$ cat src/rtl/crypto_word_sequencer.sv
// Sequential front-end for the combinational byte-chained XOR cipher core:
// accepts one word, steps the core through bytes 0..3 and returns the assembled result.
module crypto_word_sequencer #(
    parameter int SETTLE_CYC = 1,
    parameter int CNT_W      = 16
) (
    input  logic             clk,
    input  logic             rst_n,
    input  logic             in_valid,
    output logic             in_ready,
    input  logic [31:0]      in_data,
    input  logic [31:0]      in_key,
    input  logic             in_sel,
    output logic [31:0]      core_data_in,
    output logic [31:0]      core_key,
    output logic             core_sel,
    output logic [1:0]       core_cnt,
    input  logic [31:0]      core_result,
    output logic             out_valid,
    input  logic             out_ready,
    output logic [31:0]      out_data,
    output logic             busy,
    output logic [CNT_W-1:0] words_done
);

    if (SETTLE_CYC < 1 || SETTLE_CYC > 15) begin : g_bad_settle
        $error("crypto_word_sequencer: SETTLE_CYC must be in 1..15");
    end

    typedef enum logic [1:0] {
        S_IDLE,
        S_RUN,
        S_DONE
    } state_t;

    localparam logic [3:0] SETTLE_LAST = 4'(SETTLE_CYC - 1);

    state_t      state_q;
    state_t      state_d;
    logic [3:0]  settle_q;
    logic [31:0] acc_q;
    logic [31:0] acc_merged;
    logic        accept;
    logic        drain;
    logic        step_last;

    assign accept    = (state_q == S_IDLE) && in_valid && in_ready;
    assign drain     = (state_q == S_DONE) && out_valid && out_ready;
    assign step_last = (state_q == S_RUN) && (settle_q == SETTLE_LAST);
    assign busy      = (state_q != S_IDLE);

    // Only the byte selected by the current step is taken from the core.
    always_comb begin
        acc_merged = acc_q;
        case (core_cnt)
            2'd0: acc_merged[7:0]   = core_result[7:0];
            2'd1: acc_merged[15:8]  = core_result[15:8];
            2'd2: acc_merged[23:16] = core_result[23:16];
            2'd3: acc_merged[31:24] = core_result[31:24];
        endcase
    end

    always_comb begin
        state_d = state_q;
        case (state_q)
            S_IDLE:  if (accept) state_d = S_RUN;
            S_RUN:   if (step_last && core_cnt == 2'd3) state_d = S_DONE;
            S_DONE:  if (drain) state_d = S_IDLE;
            default: state_d = S_IDLE;
        endcase
    end

    always_ff @(posedge clk or negedge rst_n) begin
        if (!rst_n) begin
            state_q <= S_IDLE;
        end else begin
            state_q <= state_d;
        end
    end

    always_ff @(posedge clk or negedge rst_n) begin
        if (!rst_n) begin
            in_ready     <= 1'b1;
            out_valid    <= 1'b0;
            out_data     <= '0;
            core_data_in <= '0;
            core_key     <= '0;
            core_sel     <= 1'b0;
            core_cnt     <= '0;
            settle_q     <= '0;
            acc_q        <= '0;
            words_done   <= '0;
        end else begin
            if (accept) begin
                core_data_in <= in_data;
                core_key     <= in_key;
                core_sel     <= in_sel;
                core_cnt     <= '0;
                settle_q     <= '0;
                acc_q        <= '0;
                in_ready     <= 1'b0;
            end

            if (state_q == S_RUN) begin
                if (step_last) begin
                    acc_q    <= acc_merged;
                    settle_q <= '0;
                    // Wraps 3 -> 0 so the core idles on step 0 after the word.
                    core_cnt <= core_cnt + 2'd1;
                    if (core_cnt == 2'd3) begin
                        out_data  <= acc_merged;
                        out_valid <= 1'b1;
                    end
                end else begin
                    settle_q <= settle_q + 4'd1;
                end
            end

            if (drain) begin
                out_valid <= 1'b0;
                in_ready  <= 1'b1;
                if (~&words_done) begin
                    words_done <= words_done + CNT_W'(1);
                end
            end
        end
    end

endmodule

$ cat config.mk
export PLATFORM = sky130hd
export DESIGN_NAME = crypto_word_sequencer
export DESIGN_NICKNAME = d
export VERILOG_FILES = /design/src/rtl/crypto_word_sequencer.sv
export SDC_FILE = /design/constraint.sdc
export NUM_CORES = 1
export LEC_CHECK = 0
export CAP_MARGIN = 25
export CORE_UTILIZATION = 46
export CTS_BUF_LIST = sky130_fd_sc_hd__clkbuf_8
export CTS_CLUSTER_DIAMETER = 30
export DETAILED_ROUTE_END_ITERATION = 10
export PLACE_DENSITY = 0.92
export SYNTH_ARGS = -nofsm -noshare
export SYNTH_HDL_FRONTEND = slang
export SYNTH_SLANG_ARGS = --single-unit
$ cat constraint.sdc
create_clock -name clk -period 2.7 [get_ports clk]
set_input_delay 0.675 -clock clk [delete_from_list [all_inputs] [get_ports clk]]
set_output_delay 0.675 -clock clk [all_outputs]
set_load 0.03 [all_outputs]
**Word level (Yosys, flattened, before mapping)**

Index checks and enable logic that the tools add are counted.

- Register bits after elaboration: 155
- Bits of input ports: 101
- Output and inout port bits: 118
- Logic and storage cells: 66

- $add $sub $neg: 3
- Equal/unequal tests: 8
- Muxes and demuxes: 23
- Bitwise logic cells: 1
- Reduce and logical (&&, ||, !) cells: 20

Operators by type and width:

| kind | number |
|---|---|
| two-way mux 32 bit | 3 |
| two-way mux 8 bit | 4 |
| adder 16 x 1 -> 16 bit, second input constant | 1 |
| AND reduction 16 bit | 1 |
| two-way mux 2 bit | 6 |
| two-way mux 4 bit | 3 |
| nonzero test 2 bit | 6 |
| AND reduction 3 bit | 3 |
| == test 2 bit, second input constant | 3 |
| logical AND 1 bit | 6 |
| two-way mux 1 bit | 6 |
| inequality test 2 bit, second input constant | 3 |
| one-hot mux 2 bit (3 select lines) | 1 |
| adder 4 x 1 -> 4 bit, second input constant | 1 |
| == test 2 x 1 -> 1 bit, second input constant | 2 |
| logical NOT 2 bit | 2 |
| logical NOT 4 bit | 1 |
| adder 2 x 1 -> 2 bit, second input constant | 1 |
| AND reduction 2 bit | 1 |
| inverter 1 bit | 1 |

**Longest topological paths before layout**

- Depth after elaboration: 6
- Mapped depth: 9
- Gate-level depth less buffers: 6

**Worst setup path after synthesis**

OpenSTA, ideal clock, no wires.

- Kind: register -> register
- Start: reg core_cnt[0]
- End: reg acc_q[16]
- Library setup time: 0.121 ns
- Data arrival time: 1.770 ns
- Data required time: 2.579 ns
- Setup slack: 0.809 ns
- Stages on the path, launching flop included: 8
- Buffers on the path: 1
- Clock period less this slack: 1.891 ns
- Cell sequence: dfrtp_1 > inv_1 > ha_1 > clkbuf_2 > inv_1 > nor3_4 > nor2_1 > a22o_1

- Word-level cells in the longest chain between the ends: 4

RTL lines:

| what | line | source |
|---|---|---|
| from (decl) | 17 | `output logic [1:0] core_cnt,` |
| from (signal assigned) | 109 | `core_cnt <= core_cnt + 2'd1;` |
| == test 2 bit | 55 | `case (core_cnt)` |
| two-way mux 8 bit | 55 |  |
| two-way mux 32 bit | 105 | `if (step_last) begin` |
| two-way mux 32 bit | 104 | `if (state_q == S_RUN) begin` |
| to (signal assigned) | 106 | `acc_q <= acc_merged;` |
| to (decl) | 41 | `logic [31:0] acc_q;` |

Every way passes these cells.
A chain may end at the register's enable or synchronous reset.

**Worst setup path after layout**

- Start: reg state_q[1]
- End: out busy

- Word-level cells in the longest chain between the ends: 1

RTL lines:

| what | line | source |
|---|---|---|
| from (decl) | 38 | `state_t state_q;` |
| from (signal assigned) | 77 | `state_q <= state_d;` |
| nonzero test 2 bit | 50 | `assign busy = (state_q != S_IDLE);` |
| to (decl) | 22 | `output logic busy,` |

Every way passes these cells.

==> flow_summary.json <==
{
  "status": "complete, no violations",
  "p_sw_mw": 0.8714,
  "power.density_nw_per_um2": 494.4,
  "whs_ns": 0.2683,
  "htree_levels": 4,
  "synth.most_common_cell": "dfrtp_1",
  "wirelength_mm": 14.57,
  "postCtsResizedCells": 0,
  "ff2ff_path_depth": 6,
  "grt_pass1_vias": 4686,
  "finalClockSkew_ns": 0.007551,
  "yosysTopAreaCell": "dfrtp_1",
  "placed_area_sq_um": 8497,
  "port-buffer-count": 218,
  "synth-seq-cells": 147,
  "cts-root-buf": "clkbuf_8",
  "synth-seq-area-share_pct": 60.41,
  "via_per_inst": 5.176,
  "fin_tns_setup_ns": 0,
  "cts.clk_slew.worst_paths_ns": 0.08,
  "p_total_mw": 4.433,
  "fmax_mhz": 403.7,
  "die_w_um": 117.1,
  "yosysWarnings": 0,
  "die_h_um": 117.1,
  "cts_sinks": 147,
  "diodes": 0,
  "slew_viol_final": 0,
  "grt_pass1_wl_mm": 23.03,
  "clk_latency_ns": 0.43,
  "crit_path_start_kind": "flip-flop",
  "holdCritPathClass": "input port to asynchronous set/reset pin",
  "syn_nets": 555,
  "drtIter0Drc": 279,
  "worstMarginPinSlew_ns": 0.7127,
  "start_util_pct": 47.68,
  "netlist.area_leader.share_pct": 59.98,
  "grt_max_degree": 78,
  "synth_edf_count": 0,
  "area_growth_pct": 47.19,
  "cts_buffers": 17,
  "worstPathArrival_ns": 1.80,
  "post_drt_wl_per_cell_um": 16.98,
  "fp.coreArea_sq_um": 12770,
  "drive_above_1_share_pct": 19.97,
  "relSlewSlack_pct": 52.49,
  "drtPass1Iterations": 4,
  "p_clk_share_pct": 45.7,
  "syn_area_sq_um": 6091,
  "ctsHoldBuffers": 0,
  "dp_hpwl_mm": 10.50,
  "rr_startpoint": "settle_q[0]",
  "synth_cells": 447,
  "cap_violations": 0,
  "synth_area_leaders": "dfrtp_1, mux2_2, mux2i_1, a22o_1, nor2_1",
  "crit_path_end_kind": "output pin",
  "irDropWorstVdd_v": 0.0003088,
  "worst_slack_ns": 0.2229,
  "synth.distinct_cells": 43,
  "fill_cells": 867,
  "min_period_over_period_pct": 91.74,
  "avgSynthCellArea_sq_um": 13.63,
  "placementRows": 41,
  "grt_util_all_layers_pct": 22.13,
  "ys_top_cells_by_count": "dfrtp_1, mux2_2, nor2_1",
  "critPathMaxFanout": 6,
  "timing.rr.end": "out_data[25]",
  "grt.overflow.total": 0,
  "synth_flop_cell": "dfrtp_1",
  "setup_viol": 0,
  "min_period_ns": 2.477,
  "tritoncts": "built",
  "remaining_drc_errors": 0,
  "intPower_mw": 3.561,
  "final_area_sq_um": 8965,
  "fin_nets": 784,
  "required_ns": 2.03,
  "swShare_pct": 19.66,
  "ant_nets": 0,
  "place_ws_ns": 0.3244,
  "p_comb_share_pct": 4.7,
  "r2r_setup_slack_ns": 0.39,
  "grt_setup_unrepaired": "no",
  "die-area_sq_um": 13710,
  "routabilityCongestion": 0.8382,
  "ios": 219,
  "post_cts_buffers": 0,
  "p_leak_nw": 4.044,
  "critical_path_class": "flip-flop to output pin",
  "hold_viol": 0,
  "clockBufferDepth": 2,
  "seq_power_share_pct": 49.6,
  "synthArstFlopShare_pct": 100.0,
  "num_vias": 4441,
  "antenna_found_initial": 0
}
-- through the flow --
stage / instances / util [%]
floorplan: 447 / -
global placement: 829 / 66.52
detailed placement: 829 / 66.52
CTS: 858 / 70.18
global route: 858 / 70.18
finish: 858 / 70.18
-- flip-flops by register name, summed over array words and instances (netlist names), 2 cells and up --
| name | flops |
|---|---|
| acc_q | 24 |
| core_key | 32 |
| words_done | 16 |
| core_cnt | 2 |
| state_q | 2 |
| out_data | 32 |
| core_data_in | 32 |
| settle_q | 4 |
-- layout by cell type (no fill, tap or decap), types with 10 or more instances in the layout --
cell type / synthesis / routed
clkdlybuf4s50_1: 0 / 217
a21oi_2: 10 / 10
inv_1: 10 / 10
nand2_1: 11 / 11
a21oi_1: 17 / 17
mux2i_1: 24 / 24
nor2_1: 36 / 36
a22o_1: 25 / 25
nand3_1: 12 / 12
dfrtp_1: 146 / 146
mux2_2: 75 / 75
clkbuf_8: 0 / 19
-- worst max path at each step --
stage,start,end,slack [ns],depth (start not counted)
after floorplan,core_cnt[0],acc_q[16],0.81,7
after global placement,out_ready,words_done[5],0.40,5
after detailed placement,out_ready,words_done[5],0.32,5
after CTS,state_q[1],busy,0.17,2
after global routing,state_q[1],busy,0.15,2
final,state_q[1],busy,0.22,2
-- per-layer routing --
metal | GRT usage [%] | share of wire (%)
met1 | 26.19 | 40
met2 | 38.58 | 52
met3 | 6.334 | 5.8
met4 | 7.848 | 1.7
met5 | 0 | 0
-- final cells by class --
cell class              instances  area, sq um  area share (%)
clock inverters                10        206.4           2.303
clock buffers                  19        261.5           2.917
multi-input cells             270         2253           25.14
inverters                      10        37.54          0.4187
flip-flops and latches        147         3680           41.05
repair buffers                230         2311           25.78
well taps                     172        215.2           2.401
-- kinds of logic after synthesis --
family / Yosys count / synth area share, %
AND/OR/NAND/NOR: 88 / 8.012
buffers and inverters: 30 / 2.650
flip-flops: 147 / 60.41
XOR/XNOR: 12 / 1.726
AO/OA/AOI/OAI: 64 / 7.950
multiplexers: 99 / 17.81
adder cells (fa/ha/maj): 7 / 1.438
-- critical path, cell delays in order, from the launching register on --
cell	delay [ns]
dfrtp_1	0.44
or2_2	0.32
clkdlybuf4s50_1	0.60
-- power groups by stage --
stage               clock (mW)  sequential, mW  combinational (mW)
detailed placement           0            2.24               0.210
floorplan                    0            2.24             0.00546
finish                    2.03            2.20               0.207
global route              2.17            2.20               0.227
CTS                       2.07            2.20               0.211
global placement             0            2.24               0.202
Power figures use the tool's default switching activity.
